## src/rtl/q1_edge_window_counter.sv

```systemverilog
// Counts edges of the registered q1 path over a programmable window and hands the count
// to a monitor via valid/ready. Define Q1_BOTH_EDGES_EN to count falling edges as well.
module q1_edge_window_counter #(
    parameter int unsigned CNT_W = 8,
    parameter int unsigned WIN_W = 16
) (
    input  logic             clk,
    input  logic             rst_n,
    input  logic             q1_in,
    input  logic             start,
    input  logic [WIN_W-1:0] win_len,
    output logic [CNT_W-1:0] cnt_out,
    output logic             cnt_valid,
    input  logic             cnt_ready,
    output logic             ovf,
    output logic             busy
);

    typedef enum logic [1:0] {StIdle, StCount, StReport} state_e;

    localparam logic [CNT_W-1:0] CntMax = '1;

    state_e           state;
    logic             q1_d;
    logic             edge_hit;
    logic [CNT_W-1:0] cnt;
    logic [CNT_W-1:0] cnt_next;
    logic             ovf_next;
    logic [WIN_W-1:0] remaining;

`ifdef Q1_BOTH_EDGES_EN
    assign edge_hit = q1_in ^ q1_d;
`else
    assign edge_hit = q1_in & ~q1_d;
`endif

    // Saturating increment; an edge at full scale only flags overflow.
    always_comb begin
        cnt_next = cnt;
        ovf_next = ovf;
        if (edge_hit) begin
            if (cnt == CntMax) begin
                ovf_next = 1'b1;
            end else begin
                cnt_next = cnt + CNT_W'(1);
            end
        end
    end

    always_ff @(posedge clk or negedge rst_n) begin
        if (!rst_n) begin
            state     <= StIdle;
            q1_d      <= 1'b0;
            cnt       <= '0;
            remaining <= '0;
            cnt_out   <= '0;
            cnt_valid <= 1'b0;
            ovf       <= 1'b0;
            busy      <= 1'b0;
        end else begin
            // Tracks in every state so a window never starts on a stale edge.
            q1_d <= q1_in;
            case (state)
                StIdle: begin
                    if (start) begin
                        cnt  <= '0;
                        ovf  <= 1'b0;
                        busy <= 1'b1;
                        if (win_len != '0) begin
                            remaining <= win_len;
                            state     <= StCount;
                        end else begin
                            cnt_out   <= '0;
                            cnt_valid <= 1'b1;
                            state     <= StReport;
                        end
                    end
                end
                StCount: begin
                    cnt       <= cnt_next;
                    ovf       <= ovf_next;
                    remaining <= remaining - WIN_W'(1);
                    if (remaining == WIN_W'(1)) begin
                        cnt_out   <= cnt_next;
                        cnt_valid <= 1'b1;
                        state     <= StReport;
                    end
                end
                StReport: begin
                    if (cnt_ready) begin
                        cnt_valid <= 1'b0;
                        ovf       <= 1'b0;
                        busy      <= 1'b0;
                        state     <= StIdle;
                    end
                end
                default: begin
                    cnt_valid <= 1'b0;
                    busy      <= 1'b0;
                    state     <= StIdle;
                end
            endcase
        end
    end

endmodule

```

## config.mk

```make
export PLATFORM = sky130hd
export DESIGN_NAME = q1_edge_window_counter
export DESIGN_NICKNAME = d
export VERILOG_FILES = /design/src/rtl/q1_edge_window_counter.sv
export SDC_FILE = /design/constraint.sdc
export NUM_CORES = 1
export LEC_CHECK = 0
export ABC_CLOCK_PERIOD_IN_PS = 5800
export CORE_MARGIN = 2
export CORE_UTILIZATION = 33
export CTS_CLUSTER_DIAMETER = 120
export CTS_CLUSTER_SIZE = 10
export DETAILED_ROUTE_END_ITERATION = 10
export HOLD_SLACK_MARGIN = 0.05
export PLACE_DENSITY = 0.61
export SLEW_MARGIN = 20
export SYNTH_ARGS = -nofsm -noshare
export SYNTH_HDL_FRONTEND = slang
export SYNTH_SLANG_ARGS = --single-unit
```

## constraint.sdc

```tcl
create_clock -name clk -period 5.8 [get_ports clk]
set_input_delay 1.16 -clock clk [delete_from_list [all_inputs] [get_ports clk]]
set_output_delay 1.16 -clock clk [all_outputs]
set_load 0.05 [all_outputs]
```

Word level (Yosys, flattened, before mapping)
Cells that the tools add are included.

storage, ports and cells
  output and inout bits = 11
  flip-flop bits (word level) = 38
  logic and storage cells = 62

cells by class
  $add $sub $neg = 2
  equality and inequality tests = 11
  muxes and demuxes = 27
  bitwise operators = 3
  reductions and logical operators = 11

operators with widths
  cell                   number
  $mux 8                 6
  $mux 16                2
  $pmux 16 s2            1
  $pmux 8 s2             2
  $eq 16x1->1 const B    1
  $reduce_bool 16->1     1
  $sub 16x1->16 const B  1
  $ne 2x2->1 const B     7
  $pmux 1 s3             3
  $reduce_and 3->1       3
  $add 8x1->8 const B    1
  $eq 8x8->1 const B     1
  $mux 1                 8
  $mux 2                 4
  $reduce_and 4->1       2
  $pmux 2 s3             1
  $reduce_and 5->1       1
  $reduce_bool 3->1      1
  $eq 2x1->1 const B     1
  $eq 2x2->1 const B     1
  $logic_not 2->1        1
  $not 1->1              2
  $reduce_and 2->1       1
  $reduce_bool 2->1      1
  $and 1x1->1            1

Depth between registers and ports, before layout
Gate-level depths: netlist of the first run.

  depth after elaboration = 5
  mapped depth = 7

Least setup slack after synthesis of the first run
OpenSTA, ideal clock, no wires.

  path type = in2reg
  start = input port win_len[2]
  end = register cnt_out[0]
  data required time = 5.675 ns
  setup time = 0.125 ns
  path buffers = 2
  stages on the path = 6
  slack = 3.202 ns
  arrival = 2.473 ns
  cell sequence = nor4_1 > and4_1 > clkdlybuf4s18_2 > a32o_2 > buf_6 > mux2_4

between the ends
  cells in the longest elaborated chain, start to end = 3

RTL lines
  element                     RTL line  text
  start: declaration          11        input logic [WIN_W-1:0] win_len,
  $reduce_bool 16->1          69        if (win_len != '0) begin
  $ne 2x2->1 (no line)        n/a
  $reduce_and 4->1 (no line)  n/a
  end signal: assignment      84        cnt_out <= cnt_next;
  end: declaration            12        output logic [CNT_W-1:0] cnt_out,

Every way passes these cells.
A chain may end at the register's enable or synchronous reset.

Final worst setup path of the first run
  start = input port win_len[0]
  end = register cnt_out[6]

Same word-level chain as after synthesis.

==> results of run 1 <==
## logic make-up after synthesis
kind of cell,count (synthesis),synth area share (%)
AND/OR/NAND/NOR,89,22.9
AO/OA/AOI/OAI,79,22.9
flip-flops,38,39.2
buffers and inverters,35,7.27
multiplexers,12,5.82
adder cells (fa/ha/maj),3,1.55
XOR/XNOR,1,0.361
## flip-flops by register name, indices dropped and copies added (netlist names)
register / cells
state: 2
q1_d: 1
busy: 1
cnt_valid: 1
cnt_out: 8
cnt: 8
ovf: 1
remaining: 16
## how the worst min path moves through the flow
stage          depth (start not counted)  slack [ns]                         to                      start
2_1_floorplan                          2        0.50  remaining[15]$_DFFE_PN0P_  remaining[15]$_DFFE_PN0P_
3_3_place_gp                           1        0.50     cnt_out[6]$_DFFE_PN0P_     cnt_out[6]$_DFFE_PN0P_
3_5_place_dp                           2        0.51     cnt_out[4]$_DFFE_PN0P_     cnt_out[4]$_DFFE_PN0P_
4_1_cts                                2        0.52     cnt_out[4]$_DFFE_PN0P_     cnt_out[4]$_DFFE_PN0P_
5_1_grt                                2        0.54     cnt_out[4]$_DFFE_PN0P_     cnt_out[4]$_DFFE_PN0P_
6_report                               2        0.52     cnt_out[4]$_DFFE_PN0P_     cnt_out[4]$_DFFE_PN0P_
## power by group through the flow
stage | Clock (mW) | Sequential (mW) | Combinational [mW]
2_1_floorplan | 0 | 0.393 | 0.204
3_3_place_gp | 0 | 0.425 | 0.236
3_5_place_dp | 0 | 0.426 | 0.240
4_1_cts | 0.198 | 0.421 | 0.241
5_1_grt | 0.211 | 0.436 | 0.274
6_report | 0.195 | 0.423 | 0.241
## per-stage QoR
step,hold WS (ns),instances
floorplan,0.499,257
global placement,0.500,368
detailed placement,0.510,368
CTS,0.522,376
global route,0.539,376
finish,0.522,376
## metal layers
metal	vias to the layer above	part of all wire, %
li1	1015	-
met1	991	48
met2	50	45
met3	6	5.4
met4	0	1.7
met5	-	0
## area by class of cell
cell class / count / area, sq um / share of cell area [%]
flip-flops and latches: 38 / 951 / 33.6
clock buffers: 7 / 86.3 / 3.05
repair buffers: 31 / 305 / 10.8
clock inverters: 1 / 5.00 / 0.177
multi-input cells: 184 / 1300 / 45.9
well taps: 99 / 124 / 4.37
inverters: 16 / 60.1 / 2.12
## critical path: stages
cell and delay [ns]:
clkdlybuf4s50_1 0.47, nor4_1 0.42, and4_1 0.65, a32o_2 0.44, mux2_4 0.34
## cells in the final DEF (no fill, tap or decap), drive strengths merged, types with 2 or more instances in the layout
cell and count:
a21o 3, o41ai 2, a211oi 9, nand3b 3, nor3 10, a221oi 5
nand3 5, o21ai 12, and4 4, nand4 7, nor4 7, and4b 2
mux2i 7, a22o 2, inv 16, dfrtp 38, mux2 5, ha 3
nand4b 4, a21oi 17, clkdlybuf4s50 30, nor2b 2, nand2 13, o311ai 2
and3 12, o21bai 2, nor2 10, a31oi 3, o22ai 2, nand2b 6
clkbuf 7, a22oi 4, o211a 2, a32o 2
==> flow_summary.yaml, run 1 <==
cells_and_area:
  fillers: 715
  post-route-util_pct: 39.5
  nNetsFinal: 300
  syn_to_final_growth_pct: 16.6
  final_area_sq_um: 2830
  drive_above_1_share_pct: 9.39
  diodes: 0
clock_network:
  numCtsBuffers: 5
  clk_latency_ns: 0.30
  htreeDepth: 2
  cts-root-buf: "clkbuf_8"
  cts_hold_buf: 0
  clk_pin_slew_ns: 0.08
  cts_resized: 0
  tritoncts: "yes"
  cts_sinks: 38
  clk_path_buf_depth: 2
  cts_setup_buffers: 0
route:
  vias_per_cell: 5.48
  drt_pass1_iterations: 4
  wl_um: 5910
  dr_total_vias: 2062
  drc: 0
  ant_nets: 0
  drt_iter0_drc: 129
  wl_per_cell_um: 15.7
yosys:
  yosysTopAreaCell: "dfrtp_1"
  synth_area_leaders: "dfrtp_1 (39%), a21oi_1 (3.5%), mux2i_1 (2.9%)"
  synth-warning-count: 0
  syn_area_sq_um: 2430
  synth_cell_types: 61
  synth_seq_cells: 38
  yosysTopAreaCellShare_pct: 39.2
  synth_flop_cell: "dfrtp_1"
  synth.most_common_cell: "dfrtp_1"
  syn-num-nets: 281
  synth_cells: 257
  post_synth.cell_area_avg_sq_um: 9.44
  seq_area_frac_synth_pct: 39.2
  synthTopCellsByCount: "dfrtp_1 (38), a21oi_1 (17), inv_1 (16)"
  postSynth.asyncResetShare_pct: 100
  synth_edf_count: 0
placed_design:
  hpwl_um: 4040
  dp_slack_ns: 2.20
  placed_cell_area_sq_um: 2740
  gp_congestion: 0.787
  port_buffers: 31
sta:
  worstMarginPinSlew_ns: 0.940
  fin_setup_tns_ns: 0
  clock_skew_ns: 0.00570
  grt_setup_unrepaired: "false"
  timing.final.crit_share_pct: 56.8
  setup_slack_ns: 2.50
  fin_crit_ns: 3.30
  fmax_mhz: 303
  finalSetupViolCount: 0
  slew_violations: 0
  hold_viol_final: 0
  slew-limit-headroom_pct: 37.2
power:
  finalPower_uw: 859
  p_leak_nw: 1.22
  clkPwrFrac_pct: 22.7
  power_density_nw_per_um2: 303
  p_int_uw: 543
  ir_drop_uv: 91.3
  p_sw_share_pct: 36.8
  seqPwrFrac_pct: 49.2
  p_sw_uw: 316
  combPwrFrac_pct: 28.1
setup_path:
  rr_endpoint: "cnt_out[6]$_DFFE_PN0P_"
  r2r_cells: 4
  critPathCaptureType: "flop"
  start_kind: "input pin"
  worst-path-max-fanout: 17
  crit_path_start: "win_len[0]"
  reg2reg_from: "state[1]$_DFFE_PN0P_"
  cp-endpoint: "cnt_out[6]$_DFFE_PN0P_"
  cp.required_ns: 5.99
  worstPathArrival_ns: 3.48
  rrSetupSlack_ns: 3.51
  path_class: "input pin to flop"
grt:
  met3_usage_pct: 3.27
  grt.busiest_layer: "met2"
  grt.overflow.total: 0
  grt_start_max_net_pins: 39
  grt_pass1_wl_um: 10000
  grtUsageMet2_pct: 22.9
  use_met1_pct: 21.9
  antenna_found_initial: 0
  track_usage_pct: 15.4
  first_global_vias: 1967
floorplan:
  die_w_um: 89.8
  design.die.area_sq_um: 8060
  io_pins: 32
  initial_utilization_pct: 33.8
  fp.dieH_um: 89.8
  rows: 31
  coreArea_sq_um: 7180
run:
  maxCapViolations: 0
status:
  status: "finished clean"
worst_hold_path:
  min_path_type: "flop to flop"
No activity file was read; power rests on OpenSTA's default activity.
==> run 2, diff against run 1 <==
--- a/config.mk
+++ b/config.mk
@@ -5,7 +5,7 @@
 export SDC_FILE = /design/constraint.sdc
 export NUM_CORES = 1
 export LEC_CHECK = 0
-export ABC_CLOCK_PERIOD_IN_PS = 5800
+export ABC_CLOCK_PERIOD_IN_PS = 3050
 export CORE_MARGIN = 2
 export CORE_UTILIZATION = 33
 export CTS_CLUSTER_DIAMETER = 120
==> constraint.sdc (replaced) <==
create_clock -name clk -period 3.05 [get_ports clk]
set_input_delay 0.61 -clock clk [delete_from_list [all_inputs] [get_ports clk]]
set_output_delay 0.61 -clock clk [all_outputs]
set_load 0.05 [all_outputs]
==> flow_summary.yaml, run 2 (synthesis gave the netlist of run 1 again) <==
status:
  status: "finished clean"
cells_and_area:
  drive_above_1_share_pct: 12.0
  fillers: 710
  diodes: 0
  reg.largest.list: "remaining x16, cnt x8, cnt_out x8"
  multi_input_area_sq_um: 1300
  layout_common_cells: "dfrtp_1 (38), clkdlybuf4s50_1 (30), a21oi_1 (17), inv_1 (16), nand2_1 (13)"
  nNetsFinal: 307
  largest_reg_flops: 16
  layout_commonest_cell: "dfrtp_1"
  register_area_sq_um: 951
  syn_to_final_growth_pct: 20.7
  largest-register: "remaining"
sta:
  worstMarginPinSlew_ns: 0.880
  hold_viol_final: 0
  fin_setup_tns_ns: 0
  finalSetupViolCount: 0
  timing.final.crit_share_pct: 78.1
  fmax_mhz: 420
  fin_crit_ns: 2.38
  slew-limit-headroom_pct: 41.3
  slew_violations: 0
  clock_skew_ns: 0.00981
  grt_setup_unrepaired: "false"
route:
  dr_total_vias: 2130
  drc: 0
  drt_iter0_drc: 136
  ant_nets: 0
  vias_per_cell: 5.56
  wl_um: 6170
  drt_pass1_iterations: 4
  wl_per_cell_um: 16.1
power:
  p_int_mw: 1.18
  p_leak_nw: 1.27
  combPwrFrac_pct: 26.3
  p_sw_share_pct: 34.6
  ir_drop_uv: 180
  finalPower_mw: 1.81
  p_sw_uw: 627
  clkPwrFrac_pct: 29.3
  seqPwrFrac_pct: 44.4
  power_density_nw_per_um2: 617
clock_network:
  cts_sinks: 38
  cts_resized: 0
  cts_hold_buf: 0
  clk_path_buf_depth: 2
  tritoncts: "yes"
  clk_latency_ns: 0.30
  numCtsBuffers: 5
  cts_setup_buffers: 0
  htreeDepth: 2
  clk_pin_slew_ns: 0.08
  cts-root-buf: "clkbuf_8"
setup_path:
  worst-path-max-fanout: 11
  cp.required_ns: 3.24
  worstPathArrival_ns: 2.57
  reg2reg_from: "remaining[6]$_DFFE_PN0P_"
  critPathCaptureType: "flop"
  path_class: "input pin to flop"
  rrSetupSlack_ns: 0.92
  start_kind: "input pin"
  crit_path_start: "win_len[10]"
  r2r_cells: 4
  rr_endpoint: "cnt_out[3]$_DFFE_PN0P_"
worst_hold_path:
  min_path_type: "input pin to async pin"
grt:
  met3_usage_pct: 2.60
  use_met1_pct: 22.0
  track_usage_pct: 15.6
  grt.busiest_layer: "met2"
  antenna_found_initial: 0
  grtUsageMet2_pct: 24.4
  grt_pass1_wl_um: 10500
  grt_start_max_net_pins: 39
  grt.overflow.total: 0
  first_global_vias: 2130
floorplan:
  design.die.area_sq_um: 8060
  die_w_um: 89.8
  coreArea_sq_um: 7180
  io_pins: 32
  initial_utilization_pct: 33.8
  fp.dieH_um: 89.8
  rows: 31
placed_design:
  port_buffers: 31
  hpwl_um: 4170
  gp_congestion: 0.823
run:
  maxCapViolations: 0
==> run 2: changes by cell type in the layout (fill, tap and decap cells not counted), sizes merged <==
| cell | before | now |
|---|---|---|
| bufinv | 0 | 2 |
| buf | 1 | 8 |
| clkbuf | 7 | 5 |
==> run 2: worst max-delay path, stage by stage <==
cell and delay, ns:
clkdlybuf4s50_1 0.42, nor4_1 0.47, nand4_1 0.49, and3_1 0.35
a211o_1 0.23
==> run 2: final cells by class <==
class,instances,area share (%)
inverter,16,2.05
timing repair buffer,38,12.2
sequential,38,32.5
clock buffer,5,2.35
clock inverter,3,2.35
multi-input combinational,184,44.4
tap,99,4.23
==> run 2: power by group through the flow <==
stage          logic (mW)  registers, mW  clock network [mW]
3_3_place_gp        0.464          0.803                   0
4_1_cts             0.475          0.799               0.535
2_1_floorplan       0.387          0.746                   0
5_1_grt             0.537          0.827               0.560
3_5_place_dp        0.473          0.806                   0
6_report            0.475          0.803               0.531
==> run 2: how the worst max path moves through the flow <==
stage	end	slack (ns)	cells after the start
2_1_floorplan	cnt_out[0]$_DFFE_PN0P_	1.00	6
3_3_place_gp	remaining[14]$_DFFE_PN0P_	0.39	5
3_5_place_dp	remaining[14]$_DFFE_PN0P_	0.39	5
4_1_cts	remaining[8]$_DFFE_PN0P_	0.70	5
5_1_grt	remaining[14]$_DFFE_PN0P_	0.45	5
6_report	remaining[14]$_DFFE_PN0P_	0.67	5
==> run 2: per-layer routing <==
metal	routed length (um)	share of wire, %
met1	2970	48
met2	2890	47
met3	218	3.5
met4	90	1.5
met5	0	0
==> run 2: stage by stage <==
step / setup WS (ns) / cells / hold slack (ns) / area, sq um / util, %
final: 0.669 / 383 / 0.421 / 2930 / 40.8
after global routing: 0.450 / 383 / 0.492 / 2930 / 40.8
after CTS: 0.703 / 383 / 0.460 / 2930 / 40.8
after detailed placement: 0.389 / 375 / 0.512 / 2790 / 38.9
after global placement: 0.392 / 375 / 0.496 / 2790 / 38.9
after floorplan: 1.00 / 257 / 0.314 / 2430 / -
==> run 3, diff against run 2 <==
--- a/config.mk
+++ b/config.mk
@@ -5,7 +5,7 @@
 export SDC_FILE = /design/constraint.sdc
 export NUM_CORES = 1
 export LEC_CHECK = 0
-export ABC_CLOCK_PERIOD_IN_PS = 3050
+export ABC_CLOCK_PERIOD_IN_PS = 2470
 export CORE_MARGIN = 2
 export CORE_UTILIZATION = 33
 export CTS_CLUSTER_DIAMETER = 120
==> constraint.sdc (replaced) <==
create_clock -name clk -period 2.47 [get_ports clk]
set_input_delay 0.494 -clock clk [delete_from_list [all_inputs] [get_ports clk]]
set_output_delay 0.494 -clock clk [all_outputs]
set_load 0.05 [all_outputs]
==> flow_summary.yaml, run 3 (synthesis gave the netlist of run 1 again) <==
grt:
  grt.busiest_layer: "met2"
  first_global_vias: 2122
  met3_usage_pct: 2.85
  grt_start_max_net_pins: 39
  track_usage_pct: 16.4
  use_met1_pct: 23.5
  antenna_found_initial: 0
  grt.overflow.total: 0
  grt_pass1_wl_um: 10800
  grtUsageMet2_pct: 24.8
power:
  power_density_nw_per_um2: 688
  p_leak_nw: 1.29
  finalPower_mw: 2.04
  ir_drop_uv: 193
floorplan:
  coreArea_sq_um: 7180
  design.die.area_sq_um: 8060
  io_pins: 32
  initial_utilization_pct: 33.8
  rows: 31
  fp.dieH_um: 89.8
  die_w_um: 89.8
route:
  drt_pass1_iterations: 4
  wl_per_cell_um: 15.9
  dr_total_vias: 2189
  ant_nets: 0
  drt_iter0_drc: 163
  vias_per_cell: 5.60
  wl_um: 6230
  drc: 0
sta:
  slew-limit-headroom_pct: 40.7
  timing.final.crit_share_pct: 85.2
  slew_violations: 0
  worstMarginPinSlew_ns: 0.889
  hold_slack_ns: 0.325
  fmax_mhz: 475
  grt_setup_unrepaired: "false"
  clock_skew_ns: 0.0121
  finalSetupViolCount: 0
  hold_viol_final: 0
  fin_crit_ns: 2.11
  fin_setup_tns_ns: 0
setup_path:
  start_kind: "input pin"
  crit_slowest_cell: "nor4_1"
  worst-path-max-fanout: 7
  cp.required_ns: 2.63
  crit_path_max_incr_delay_ns: 0.43
  rrSetupSlack_ns: 0.44
  path_class: "input pin to flop"
  path_cells: "clkdlybuf4s50_1 -> nor4_1 -> and4_1 -> buf_4 -> o21ai_0 -> a221oi_1"
  critPathCaptureType: "flop"
  worstPathArrival_ns: 2.27
placed_design:
  hpwl_um: 4360
  gp_congestion: 0.807
  port_buffers: 31
run:
  maxCapViolations: 0
clock_network:
  cts_sinks: 38
  numCtsBuffers: 5
  cts-root-buf: "clkbuf_8"
  cts_hold_buf: 0
  clk_path_buf_depth: 2
  cts_setup_buffers: 0
  cts_resized: 0
  htreeDepth: 2
  clk_pin_slew_ns: 0.08
  clk_latency_ns: 0.29
  tritoncts: "yes"
cells_and_area:
  largest-register: "remaining"
  largest_reg_flops: 16
  diodes: 0
  syn_to_final_growth_pct: 22.0
  layout_commonest_cell: "dfrtp_1"
  layout_common_cells: "dfrtp_1 (38), clkdlybuf4s50_1 (30), a21oi_1 (17), inv_1 (16), buf_4 (14)"
  reg.largest.list: "remaining x16, cnt x8, cnt_out x8"
  nNetsFinal: 315
  drive_above_1_share_pct: 14.4
status:
  status: "finished clean"
worst_hold_path:
  min_path_type: "input pin to async pin"
## run 3: cell type report
cell class / instances / area (sq um)
fillers: 723 / 4220
repair buffers: 46 / 430
inverters: 16 / 60.1
flip-flops and latches: 38 / 951
well taps: 99 / 124
clock inverters: 2 / 12.5
clock buffers: 6 / 82.6
multi-input cells: 184 / 1300
## run 3: critical path: cells and delay by family
| kind | cells | cell delay, ns |
|---|---|---|
| buf+inv | 2 | 0.60 |
| compound gates | 2 | 0.42 |
| simple gates | 2 | 0.75 |
## run 3: final timing paths
path,from,end,cells past startpoint
max in group asynchronous,rst_n,remaining[1]$_DFFE_PN0P_,1
worst min-delay path,rst_n,remaining[9]$_DFFE_PN0P_,1
worst max register to register,remaining[6]$_DFFE_PN0P_,cnt_out[3]$_DFFE_PN0P_,5
worst min register to register,cnt_valid$_DFFE_PN0P_,cnt_valid$_DFFE_PN0P_,2
worst max-delay path,win_len[10],remaining[11]$_DFFE_PN0P_,6
min in group clk,cnt_valid$_DFFE_PN0P_,cnt_valid$_DFFE_PN0P_,2
## run 3: layer usage
| layer | share of wire (%) | vias to the layer above |
|---|---|---|
| li1 | - | 1048 |
| met1 | 49 | 1083 |
| met2 | 46 | 52 |
| met3 | 4.1 | 6 |
| met4 | 1.6 | 0 |
| met5 | 0 | - |
## run 3: metrics by stage
stage / setup WS, ns / std cells / util, % / instance area (sq um)
after floorplan: 0.538 / 257 / - / 2430
after global placement: 0.110 / 383 / 39.9 / 2870
after detailed placement: 0.0821 / 383 / 39.9 / 2870
after CTS: 0.399 / 391 / 41.3 / 2960
after global routing: 0.240 / 391 / 41.3 / 2960
final: 0.365 / 391 / 41.3 / 2960
## run 3: where the power goes
group / internal [mW] / switching (mW) / total, mW
registers: 0.766 / 0.222 / 0.988
clock network: 0.225 / 0.230 / 0.455
logic: 0.293 / 0.299 / 0.593
total: 1.28 / 0.751 / 2.04
